**src/rtl/csd2bin_serial.sv**
```systemverilog
// Digit-serial signed-digit to two's complement converter, G digits per cycle, LSB first.
// Define CSD2BIN_CANON_CHK_EN to add the out_noncanon canonical-form flag.
module csd2bin_serial #(
  parameter int N = 8,
  parameter int G = 2
) (
  input  logic           clk,
  input  logic           rst,
  input  logic           in_valid,
  output logic           in_ready,
  input  logic [2*N-1:0] in_d,
  output logic           out_valid,
  input  logic           out_ready,
  output logic [N:0]     out_s
`ifdef CSD2BIN_CANON_CHK_EN
  ,
  output logic           out_noncanon
`endif
);

  localparam int CHUNKS = N / G;
  localparam int CW = (CHUNKS > 1) ? $clog2(CHUNKS) : 1;
  localparam logic [CW-1:0] LAST = CW'(CHUNKS - 1);

  localparam logic [1:0] IDLE = 2'd0;
  localparam logic [1:0] CONV = 2'd1;
  localparam logic [1:0] DONE = 2'd2;

  logic [1:0]    state_q, state_d;
  logic [N-1:0]  p_q, p_d;
  logic [N-1:0]  n_q, n_d;
  logic [N-1:0]  res_q, res_d;
  logic          borrow_q, borrow_d;
  logic [CW-1:0] cnt_q, cnt_d;

  logic [N-1:0]  p_in, n_in;
  logic [G:0]    diff;
  logic          load;

`ifdef CSD2BIN_CANON_CHK_EN
  logic nc_q, nc_d;
  logic prev_nz_q, prev_nz_d;
  logic chunk_bad, walk_nz, digit_nz;
`endif

  always_comb begin
    for (int i = 0; i < N; i++) begin
      p_in[i] = in_d[2*i+1];
      n_in[i] = in_d[2*i];
    end

    // Chunk subtract; the extra top bit of diff is the outgoing borrow.
    diff = {1'b0, p_q[G-1:0]} - {1'b0, n_q[G-1:0]} - {{G{1'b0}}, borrow_q};

    state_d   = state_q;
    p_d       = p_q;
    n_d       = n_q;
    res_d     = res_q;
    borrow_d  = borrow_q;
    cnt_d     = cnt_q;
    in_ready  = 1'b0;
    out_valid = 1'b0;
    load      = 1'b0;

`ifdef CSD2BIN_CANON_CHK_EN
    nc_d      = nc_q;
    prev_nz_d = prev_nz_q;
    chunk_bad = 1'b0;
    walk_nz   = prev_nz_q;
    digit_nz  = 1'b0;
    for (int j = 0; j < G; j++) begin
      digit_nz = p_q[j] ^ n_q[j];
      if ((p_q[j] & n_q[j]) || (digit_nz & walk_nz)) chunk_bad = 1'b1;
      walk_nz = digit_nz;
    end
`endif

    case (state_q)
      IDLE: begin
        in_ready = 1'b1;
        if (in_valid) load = 1'b1;
      end
      CONV: begin
        p_d      = p_q >> G;
        n_d      = n_q >> G;
        res_d    = N'({diff[G-1:0], res_q} >> G);
        borrow_d = diff[G];
        cnt_d    = cnt_q + CW'(1);
`ifdef CSD2BIN_CANON_CHK_EN
        nc_d      = nc_q | chunk_bad;
        prev_nz_d = walk_nz;
`endif
        if (cnt_q == LAST) state_d = DONE;
      end
      DONE: begin
        out_valid = 1'b1;
        in_ready  = out_ready;
        if (out_ready) begin
          if (in_valid) load = 1'b1;
          else          state_d = IDLE;
        end
      end
      default: state_d = IDLE;
    endcase

    if (load) begin
      p_d      = p_in;
      n_d      = n_in;
      res_d    = '0;
      borrow_d = 1'b0;
      cnt_d    = '0;
      state_d  = CONV;
`ifdef CSD2BIN_CANON_CHK_EN
      nc_d      = 1'b0;
      prev_nz_d = 1'b0;
`endif
    end
  end

  always_ff @(posedge clk) begin
    if (rst) begin
      state_q  <= IDLE;
      p_q      <= '0;
      n_q      <= '0;
      res_q    <= '0;
      borrow_q <= 1'b0;
      cnt_q    <= '0;
`ifdef CSD2BIN_CANON_CHK_EN
      nc_q      <= 1'b0;
      prev_nz_q <= 1'b0;
`endif
    end else begin
      state_q  <= state_d;
      p_q      <= p_d;
      n_q      <= n_d;
      res_q    <= res_d;
      borrow_q <= borrow_d;
      cnt_q    <= cnt_d;
`ifdef CSD2BIN_CANON_CHK_EN
      nc_q      <= nc_d;
      prev_nz_q <= prev_nz_d;
`endif
    end
  end

  // The final borrow is the sign bit of the N+1-bit result.
  assign out_s = {borrow_q, res_q};
`ifdef CSD2BIN_CANON_CHK_EN
  assign out_noncanon = nc_q;
`endif

endmodule

```
**config.mk**
```make
export PLATFORM = sky130hd
export DESIGN_NAME = csd2bin_serial
export DESIGN_NICKNAME = d
export VERILOG_FILES = /design/src/rtl/csd2bin_serial.sv
export SDC_FILE = /design/constraint.sdc
export NUM_CORES = 1
export LEC_CHECK = 0
export BUFFER_PORTS_ARGS = -buffer_cell sky130_fd_sc_hd__buf_4
export CAP_MARGIN = 20
export CORE_MARGIN = 2
export CORE_UTILIZATION = 55
export CTS_CLUSTER_SIZE = 20
export DETAILED_ROUTE_END_ITERATION = 8
export PLACE_DENSITY = 0.92
export SKIP_CTS_REPAIR_TIMING = 1
export SLEW_MARGIN = 20
export SYNTH_ARGS = -nofsm -noshare
export SYNTH_HDL_FRONTEND = slang
export SYNTH_SLANG_ARGS = --single-unit
```
**constraint.sdc**
```tcl
create_clock -name clk -period 3.4 [get_ports clk]
set_input_delay 0.17 -clock clk [delete_from_list [all_inputs] [get_ports clk]]
set_output_delay 0.17 -clock clk [all_outputs]
set_load 0.01 [all_outputs]
```
==> impl_metrics.env, run 1 <==
export IMPL_slew_viol_final=0
export IMPL_avgSynthCellArea_um2=8.60
export IMPL_clock_skew_ns=0.00741
export IMPL_timing_max_cap_violations=0
export IMPL_whs_ns=0.0932
export IMPL_rsz0062_at_grt="no"
export IMPL_drcViolationCount=0
export IMPL_final_seq_area_um2=581
export IMPL_antenna_found_initial=0
export IMPL_final_core_util_pct=69.1
export IMPL_peakVddDrop_mv=0.385
export IMPL_cp_end_kind="output pin"
export IMPL_drive_above_1_share_pct=26.3
export IMPL_grt_pass1_vias=1060
export IMPL_cts_tree="done"
export IMPL_reg2reg_slack_ns=1.67
export IMPL_synth_seq_cells=29
export IMPL_clock_path_buffers=2
export IMPL_path_max_fanout=18
export IMPL_cp_start_kind="flop"
export IMPL_setup_viol=0
export IMPL_yosysUniqueCellTypes=24
export IMPL_grt_use_total_pct=23.7
export IMPL_ff2ff_path_depth=3
export IMPL_wl_per_cell_um=14.5
export IMPL_drt_iter0_drc=21
export IMPL_multi_input_area_um2=662
export IMPL_hp_start="in_d[12]"
export IMPL_die_area_um2=2870
export IMPL_ys_seq_area_share_pct=43.0
export IMPL_tightest_slew_ns=0.881
export IMPL_syn_area_um2=1350
export IMPL_max_clock_freq_ghz=0.566
export IMPL_leakagePower_nw=0.593
export IMPL_synthesis_nets=180
export IMPL_dieWidth_um=53.5
export IMPL_hpwlAfterDp_um=2140
export IMPL_finalCritPeriodShare_pct=52.0
export IMPL_cts_root_buf="clkbuf_4"
export IMPL_grt_pass1_wl_um=4690
export IMPL_numClockSinks=29
export IMPL_design_area_um2=1570
export IMPL_grt_max_degree=27
export IMPL_place_area_um2=1520
export IMPL_min_path_type="in -> reg"
export IMPL_io_pins=31
export IMPL_clk_latency_ns=0.33
export IMPL_power_uw=694
export IMPL_yosys_area_top_type="dfxtp_1"
export IMPL_yosys_warnings=0
export IMPL_core_area_um2=2280
export IMPL_antenna_left=0
export IMPL_cp_arrival_ns=1.60
export IMPL_firstDrtPassIters=4
export IMPL_period_needed_ns=1.77
export IMPL_synth_area_leaders="dfxtp_1 (43%), nand2_1 (12%), a311oi_2 (10%)"
export IMPL_r2r_start="state_q[0]"
export IMPL_layout_nets=202
export IMPL_maxSlewHeadroom_pct=41.3
export IMPL_status="completed"
export IMPL_die_y_um=53.5
export IMPL_placementRows=17
export IMPL_portBuffers=30
export IMPL_num_vias=1159
export IMPL_gp_congestion=0.823
export IMPL_whs_endpoint="n_q[6]"
export IMPL_nFillCells=170
export IMPL_synth_top_area_share_pct=43.0
export IMPL_grt_remaining_overflow=0
export IMPL_area_growth_pct=16.5
export IMPL_path_clk_slew_ns=0.09
export IMPL_diodes=0
export IMPL_worstSetupPathType="reg -> out"
export IMPL_hold_violations=0
export IMPL_cp_required_ns=3.23
export IMPL_htreeDepth=2
export IMPL_holdPathStages=3
export IMPL_cts_made_buffers=5
export IMPL_viasPerCell=5.60
export IMPL_drt_wl_total_um=3010
export IMPL_power_per_cell_area_nw_per_um2=441
export IMPL_tns_ns=0
export IMPL_netlist_instances=157
export IMPL_r2r_end="n_q[3]"
export IMPL_start_util_pct=59.3
worst max-delay path by stage:
stage | startpoint | endpoint | slack (ns)
6_report | state_q[1] | in_ready | 1.63
4_1_cts | state_q[1] | in_ready | 1.34
3_3_place_gp | state_q[1] | p_q[4] | 1.67
2_1_floorplan | n_q[0] | res_q[7] | 1.96
5_1_grt | state_q[0] | n_q[3] | 1.53
3_5_place_dp | state_q[1] | p_q[2] | 1.59
cell type report:
cell class                 instances  area share, %
clock buffer                       7           3.50
sequential                        29           36.9
multi-input combinational        109           42.1
tap                               28           2.23
timing repair buffer              30           14.3
inverter                           4          0.955
critical path, cell delays in order (launching register included):
cell     delay (ns)
dfxtp_1        0.39
nor2b_2        0.63
nor2_1         0.08
buf_4          0.17
where the power goes:
group / switching [mW] / leakage (nW) / internal [mW]
Sequential: 0.0141 / 0.238 / 0.360
Combinational: 0.0616 / 0.324 / 0.0465
Clock: 0.114 / 0.0314 / 0.0974
Total: 0.190 / 0.593 / 0.504
cells in the mapped netlist:
cell type / number
nand2_1: 44
dfxtp_1: 29
a21oi_1: 15
nor3_1: 12
a311oi_2: 9
buf_2: 6
buf_4: 6
nand2b_1: 5
inv_1: 4
nand3_1: 4
o211ai_1: 4
a311oi_1: 3
nor2_1: 3
fa_1: 2
nor2b_1: 2
a211oi_1: 1
a21o_1: 1
and2b_1: 1
buf_6: 1
clkbuf_1: 1
clkbuf_2: 1
ha_1: 1
nor2b_2: 1
xnor2_1: 1
state kept, by name, indices dropped and copies added, names as in the netlist:
register / cells
n_q: 8
p_q: 8
res_q: 8
cnt_q: 2
state_q: 2
borrow_q: 1
placed cells by master, fill, tap and decap left out:
cell type	count
a311oi_2	9
fa_1	2
dfxtp_1	29
nor2b_1	1
clkbuf_4	5
nand2b_1	5
and2b_1	1
a311oi_1	3
inv_1	4
buf_4	30
clkbuf_8	1
nand2_1	44
clkbuf_1	1
ha_1	1
a21o_1	1
nor3_1	12
a211oi_1	1
xnor2_1	1
nor2b_2	2
o211ai_1	4
a21oi_1	15
nor2_1	3
nand3_1	4
layer usage:
layer / global-route usage, % / part of all wire [%]
met1: 26.9 / 42
met2: 40.7 / 51
met3: 8.33 / 5.8
met4: 8.97 / 1.8
met5: 0 / 0
cells by family (layout without fill, tap and decap cells):
| kind of cell | after synthesis | in the layout | share of synthesized area [%] |
|---|---|---|---|
| DFF | 29 | 29 | 43.0 |
| xor gates and xnor gates | 1 | 1 | 0.649 |
| adders and majority gates | 3 | 3 | 3.89 |
| and+or+nand+nor | 72 | 72 | 23.4 |
| AOI/OAI and AO/OA | 33 | 33 | 20.9 |
| buffers and inverters | 19 | 41 | 8.15 |
per-stage QoR:
step	std cells	worst slack [ns]
2_1_floorplan	157	1.96
3_3_place_gp	200	1.67
3_5_place_dp	200	1.59
4_1_cts	207	1.34
5_1_grt	207	1.53
6_report	207	1.63
Power figures use the tool's default switching activity.
==> run 2: changes to the inputs <==
--- a/config.mk
+++ b/config.mk
@@ -5,13 +5,14 @@
 export SDC_FILE = /design/constraint.sdc
 export NUM_CORES = 1
 export LEC_CHECK = 0
+export ABC_AREA = 1
 export BUFFER_PORTS_ARGS = -buffer_cell sky130_fd_sc_hd__buf_4
 export CAP_MARGIN = 20
 export CORE_MARGIN = 2
-export CORE_UTILIZATION = 55
+export CORE_UTILIZATION = 53
 export CTS_CLUSTER_SIZE = 20
 export DETAILED_ROUTE_END_ITERATION = 8
-export PLACE_DENSITY = 0.92
+export PLACE_DENSITY = 0.89
 export SKIP_CTS_REPAIR_TIMING = 1
 export SLEW_MARGIN = 20
 export SYNTH_ARGS = -nofsm -noshare
==> constraint.sdc (replaced) <==
create_clock -name clk -period 1.7 [get_ports clk]
set_input_delay 0.085 -clock clk [delete_from_list [all_inputs] [get_ports clk]]
set_output_delay 0.085 -clock clk [all_outputs]
set_load 0.01 [all_outputs]
==> run 2 against run 1 <==
  * Final cell count increased by 23%
  * Utilization decreased by 2.6 points
  * Worst setup slack worse by 1.5 ns
  * Routed wire length shrank 1.9%
  * Die area is 12% higher
  * Final area grew 14%
  * Total power is 130% higher
  * Largest cell class unchanged
  * Clock-buffer cell count unchanged
  * Register-to-register slack got worse by 1.6 ns
  * Non-clock buffer count is 6 higher
  * Synthesized cell count increased by 24%
==> impl_metrics.env, run 2 <==
export IMPL_status="completed"
export IMPL_layout_commonest_cell="nand2_1"
export IMPL_leakagePower_nw=0.798
export IMPL_r2r_start="n_q[0]"
export IMPL_clockPowerShare_pct=37.2
export IMPL_synthFlopType="dfxtp_1"
export IMPL_mostFrequentLayoutCells="nand2_1 (58), buf_4 (35), dfxtp_1 (27)"
export IMPL_busiest_layer="met2"
export IMPL_switching_share_pct=26.7
export IMPL_yosys_area_top_type="dfxtp_1"
export IMPL_rsz0062_at_grt="no"
export IMPL_placementRows=19
export IMPL_start_util_pct=54.9
export IMPL_design_area_um2=1790
export IMPL_power_mw=1.62
export IMPL_worstPathCellList="inv_1, fa_2, inv_2, fa_1, or2_0, a21oi_1"
export IMPL_max_clock_freq_ghz=0.627
export IMPL_antenna_left=0
export IMPL_htreeDepth=2
export IMPL_holdPathStages=3
export IMPL_top_regs="n_q x8, p_q x8, res_q x8"
export IMPL_peakVddDrop_mv=0.950
export IMPL_synth_area_leaders="dfxtp_1 (39%), nand2_1 (15%), a21oi_1 (8.1%)"
export IMPL_whs_ns=0.0110
export IMPL_grt_pass1_wl_um=5260
export IMPL_clock_path_buffers=2
export IMPL_synthesis_nets=218
export IMPL_path_max_fanout=2
export IMPL_met2_usage_pct=35.0
export IMPL_power_per_cell_area_nw_per_um2=910
export IMPL_layout_nets=246
export IMPL_clock_skew_ns=0.0122
export IMPL_yosys_warnings=0
export IMPL_drcViolationCount=0
export IMPL_synth_most_common_cell="nand2_1"
export IMPL_synth_edff_count=0
export IMPL_crit_family="adder cells"
export IMPL_synth_commonest_cells="nand2_1 (58), dfxtp_1 (29), a21oi_1 (24)"
export IMPL_hold_violations=0
export IMPL_cts_tree="done"
export IMPL_antenna_found_initial=0
export IMPL_ff2ff_path_depth=6
export IMPL_critPathMaxStageDelay_ns=0.39
export IMPL_use_met3_pct=4.84
export IMPL_avgSynthCellArea_um2=7.56
export IMPL_gp_congestion=0.754
export IMPL_syn_area_um2=1470
export IMPL_grt_pass1_vias=1234
export IMPL_p_int_mw=1.19
export IMPL_maxSlewHeadroom_pct=72.4
export IMPL_grt_use_met1_pct=25.3
export IMPL_netlist_instances=195
export IMPL_diodes=0
export IMPL_cp_start_kind="flop"
export IMPL_ys_async_sr_fraction_pct=0
export IMPL_slew_viol_final=0
export IMPL_clk_latency_ns=0.34
export IMPL_wl_per_cell_um=11.6
export IMPL_hpwlAfterDp_um=1960
export IMPL_drt_iter0_drc=53
export IMPL_area_growth_pct=21.1
export IMPL_ys_seq_area_share_pct=39.4
export IMPL_reg2reg_slack_ns=0.10
export IMPL_path_clk_slew_ns=0.10
export IMPL_cp_required_ns=1.98
export IMPL_min_path_type="in -> reg"
export IMPL_whs_endpoint="p_q[6]"
export IMPL_timing_max_cap_violations=0
export IMPL_dieWidth_um=56.7
export IMPL_grt_remaining_overflow=0
export IMPL_viasPerCell=5.16
export IMPL_finalCritPeriodShare_pct=93.8
export IMPL_core_area_um2=2690
export IMPL_drt_wl_total_um=2950
export IMPL_num_vias=1317
export IMPL_yosysUniqueCellTypes=25
export IMPL_r2r_end="res_q[7]"
export IMPL_place_area_um2=1690
export IMPL_worstPathBufferInverterCount=2
export IMPL_synth_seq_cells=29
export IMPL_tns_ns=0
export IMPL_portBuffers=30
export IMPL_cts_root_buf="clkbuf_4"
export IMPL_nFillCells=250
export IMPL_firstDrtPassIters=4
export IMPL_power_frac_comb_pct=17.0
export IMPL_numClockSinks=29
export IMPL_die_y_um=56.7
export IMPL_cp_arrival_ns=1.87
export IMPL_tightest_slew_ns=0.414
export IMPL_setup_viol=0
export IMPL_synth_top_area_share_pct=39.4
export IMPL_seq_power_share_pct=45.8
export IMPL_grt_max_degree=25
export IMPL_hp_start="in_d[13]"
export IMPL_cp_slowest_cell="fa_1"
export IMPL_die_area_um2=3220
export IMPL_grt_use_total_pct=21.1
export IMPL_worstSetupPathType="reg -> reg"
export IMPL_period_needed_ns=1.60
export IMPL_drive_above_1_share_pct=29.9
export IMPL_cts_made_buffers=5
export IMPL_cp_end_kind="flop"
export IMPL_p_sw_uw=434
export IMPL_io_pins=31
-- run 2: cell count changes after synthesis, sizes merged, moves of 4 or more --
cell    before  now
inv          4   21
nand3        4   21
nand2       44   59
a21oi       15   29
a311oi      12    0
nand4        0   12
nor3        12    0
nand2b       5    0
o211ai       4    0
-- run 2: how the worst max path moves through the flow --
| stage | startpoint | cells after the start | slack (ns) | to |
|---|---|---|---|---|
| global placement | n_q[0] | 6 | 0.09 | res_q[7] |
| finish | n_q[0] | 6 | 0.10 | res_q[7] |
| detailed placement | n_q[0] | 6 | 0.06 | res_q[7] |
| global route | n_q[0] | 6 | 0.02 | res_q[7] |
| CTS | n_q[0] | 6 | 0.04 | res_q[7] |
| floorplan | n_q[0] | 6 | 0.12 | res_q[7] |
-- run 2: layout make-up --
cell class                 count  area, um2  area share (%)
tap                           31       38.8            2.17
timing repair buffer          36        283            15.8
inverter                      21       81.3            4.56
multi-input combinational    130        714            40.0
clock buffer                   7       55.1            3.08
sequential                    29        583            32.7
clock inverter                 1       30.0            1.68
-- run 2: metal layers --
layer  wire (um)  share of wire [%]
met3         129                4.4
met4          72                2.4
met5           0                  0
met1        1300                 44
met2        1450                 49
-- run 2: power by group through the flow --
stage / registers, mW / logic, mW / clock network (mW)
floorplan: 0.756 / 0.201 / 0
global placement: 0.757 / 0.268 / 0
detailed placement: 0.759 / 0.272 / 0
CTS: 0.743 / 0.272 / 0.609
global route: 0.750 / 0.310 / 0.641
finish: 0.744 / 0.276 / 0.604
-- run 2: per-stage QoR --
step | cells | util, % | setup WS (ns)
floorplan | 195 | - | 0.119
finish | 255 | 66.5 | 0.105
global route | 255 | 66.5 | 0.0200
global placement | 246 | 62.8 | 0.0904
detailed placement | 246 | 62.8 | 0.0644
CTS | 254 | 66.0 | 0.0435
-- run 2: worst register-to-register path: stages, from the launching register on --
cell and delay (ns):
dfxtp_2 0.34, inv_1 0.05, fa_2 0.35, inv_2 0.06, fa_1 0.39, or2_0 0.22
a21oi_1 0.13
-- run 2: cell families (layout without fill, tap and decap cells) --
family / after synthesis / count (layout) / share of synthesized area [%]
buf+inv: 36 / 65 / 12.3
fa+ha+maj: 3 / 3 / 3.57
simple gates: 96 / 96 / 32.7
compound gates: 30 / 30 / 11.5
xor+xnor: 1 / 1 / 0.594
flops: 29 / 29 / 39.4
==> run 3: changes to the inputs <==
==> constraint.sdc (replaced) <==
create_clock -name clk -period 1.83 [get_ports clk]
set_input_delay 0.0915 -clock clk [delete_from_list [all_inputs] [get_ports clk]]
set_output_delay 0.0915 -clock clk [all_outputs]
set_load 0.01 [all_outputs]
==> run 3 against run 2 <==
  * Die area is the same
  * Hold slack improved by 0.046 ns
  * Total power decreased by 20%
  * Critical path type unchanged
  * Flip-flop and latch count unchanged
  * Highest routed layer unchanged
  * Non-clock buffer count fell by 4
==> impl_metrics.env, run 3 (synthesis results as in run 2) <==
export IMPL_grt_pass1_wl_um=5020
export IMPL_viasPerCell=5.22
export IMPL_antenna_found_initial=0
export IMPL_numClockSinks=29
export IMPL_drt_wl_total_um=2870
export IMPL_status="completed"
export IMPL_hold_violations=0
export IMPL_p_sw_uw=377
export IMPL_nFillCells=247
export IMPL_min_path_type="in -> reg"
export IMPL_placementRows=19
export IMPL_die_y_um=56.7
export IMPL_multi_input_area_um2=712
export IMPL_power_frac_comb_pct=19.0
export IMPL_timing_max_cap_violations=0
export IMPL_design_area_um2=1720
export IMPL_p_int_uw=915
export IMPL_layout_nets=242
export IMPL_switching_share_pct=29.2
export IMPL_cts_made_buffers=5
export IMPL_diodes=0
export IMPL_use_met3_pct=5.30
export IMPL_mostFrequentLayoutCells="nand2_1 (58), buf_4 (31), dfxtp_1 (29)"
export IMPL_grt_use_total_pct=19.9
export IMPL_path_max_fanout=2
export IMPL_top_regs="n_q x8, p_q x8, res_q x8"
export IMPL_busiest_layer="met2"
export IMPL_cp_start_kind="flop"
export IMPL_hpwlAfterDp_um=2010
export IMPL_die_area_um2=3220
export IMPL_finalCritPeriodShare_pct=91.4
export IMPL_worst_path_stages=6
export IMPL_clock_skew_ns=0.00765
export IMPL_critPathMaxStageDelay_ns=0.39
export IMPL_portBuffers=30
export IMPL_firstDrtPassIters=4
export IMPL_wl_per_cell_um=11.4
export IMPL_path_clk_slew_ns=0.09
export IMPL_setup_viol=0
export IMPL_clk_latency_ns=0.31
export IMPL_max_clock_freq_ghz=0.598
export IMPL_rsz0062_at_grt="no"
export IMPL_power_mw=1.29
export IMPL_cp_slowest_cell="fa_1"
export IMPL_seq_power_share_pct=53.4
export IMPL_place_area_um2=1670
export IMPL_ff2ff_path_depth=6
export IMPL_power_per_cell_area_nw_per_um2=753
export IMPL_cts_tree="done"
export IMPL_gp_congestion=0.832
export IMPL_dieWidth_um=56.7
export IMPL_holdPathStages=3
export IMPL_grt_pass1_vias=1234
export IMPL_area_growth_pct=16.5
export IMPL_grt_use_met1_pct=22.7
export IMPL_worstPathBufferInverterCount=2
export IMPL_period_needed_ns=1.67
export IMPL_clockPowerShare_pct=27.6
export IMPL_cp_required_ns=2.07
export IMPL_worstPathCellList="inv_1, fa_1, inv_1, fa_1, or2_0, a21oi_1"
export IMPL_grt_remaining_overflow=0
export IMPL_cp_arrival_ns=1.92
export IMPL_num_vias=1311
export IMPL_io_pins=31
export IMPL_core_area_um2=2690
export IMPL_antenna_left=0
export IMPL_leakagePower_nw=0.767
export IMPL_drcViolationCount=0
export IMPL_peakVddDrop_mv=0.632
export IMPL_maxSlewHeadroom_pct=71.5
export IMPL_met2_usage_pct=34.1
export IMPL_htreeDepth=2
export IMPL_slew_viol_final=0
export IMPL_final_seq_area_um2=581
export IMPL_drt_iter0_drc=43
export IMPL_worstSetupPathType="reg -> reg"
export IMPL_grt_max_degree=29
export IMPL_clock_path_buffers=2
export IMPL_crit_family="adder cells"
export IMPL_layout_commonest_cell="nand2_1"
export IMPL_tightest_slew_ns=0.427
export IMPL_cp_end_kind="flop"
export IMPL_drive_above_1_share_pct=26.8
export IMPL_tns_ns=0
export IMPL_start_util_pct=54.9
export IMPL_cts_root_buf="clkbuf_4"
run 3: cell count changes in the layout (fill, tap and decap cells not counted), sizes merged:
cell | previous run | this run
clkinv | 0 | 2
bufinv | 1 | 0
buf | 36 | 32
clkbuf | 7 | 6
run 3: layout make-up:
class | instances | share of cell area, %
clock buffer | 6 | 2.41
clock inverter | 2 | 0.583
inverter | 21 | 4.74
multi-input combinational | 130 | 41.5
sequential | 29 | 33.8
tap | 31 | 2.26
timing repair buffer | 32 | 14.7
run 3: power by group through the flow:
stage / Sequential (mW) / Combinational, mW / Clock [mW]
floorplan: 0.703 / 0.187 / 0
global placement: 0.703 / 0.240 / 0
detailed placement: 0.706 / 0.246 / 0
CTS: 0.691 / 0.246 / 0.370
global route: 0.696 / 0.279 / 0.395
finish: 0.690 / 0.245 / 0.357
run 3: final timing paths:
check / start / endpoint / slack, ns
worst max register to register: n_q[0] / res_q[7] / 0.16
worst min-delay path: in_d[15] / p_q[7] / 0.06
worst min register to register: res_q[0] / res_q[0] / 0.47
worst max-delay path: n_q[0] / res_q[7] / 0.16
run 3: worst min-delay path, cell delays in order:
cell	delay [ns]
buf_4	0.11
nand3_1	0.07
a21oi_1	0.06
run 3: metrics by stage:
step / setup WS (ns) / hold slack [ns] / util (%) / instances
after floorplan: 0.249 / 0.258 / - / 195
after global placement: 0.219 / 0.379 / 62.0 / 243
after detailed placement: 0.169 / 0.381 / 62.0 / 243
after CTS: 0.147 / 0.0491 / 63.9 / 251
after global routing: 0.0274 / 0.0549 / 63.9 / 251
final: 0.157 / 0.0571 / 63.9 / 251
run 3: metal layers:
| metal | up-vias | part of all wire [%] |
|---|---|---|
| li1 | 676 | - |
| met1 | 573 | 45 |
| met2 | 52 | 47 |
| met3 | 10 | 6.1 |
| met4 | 0 | 2.7 |
| met5 | - | 0 |
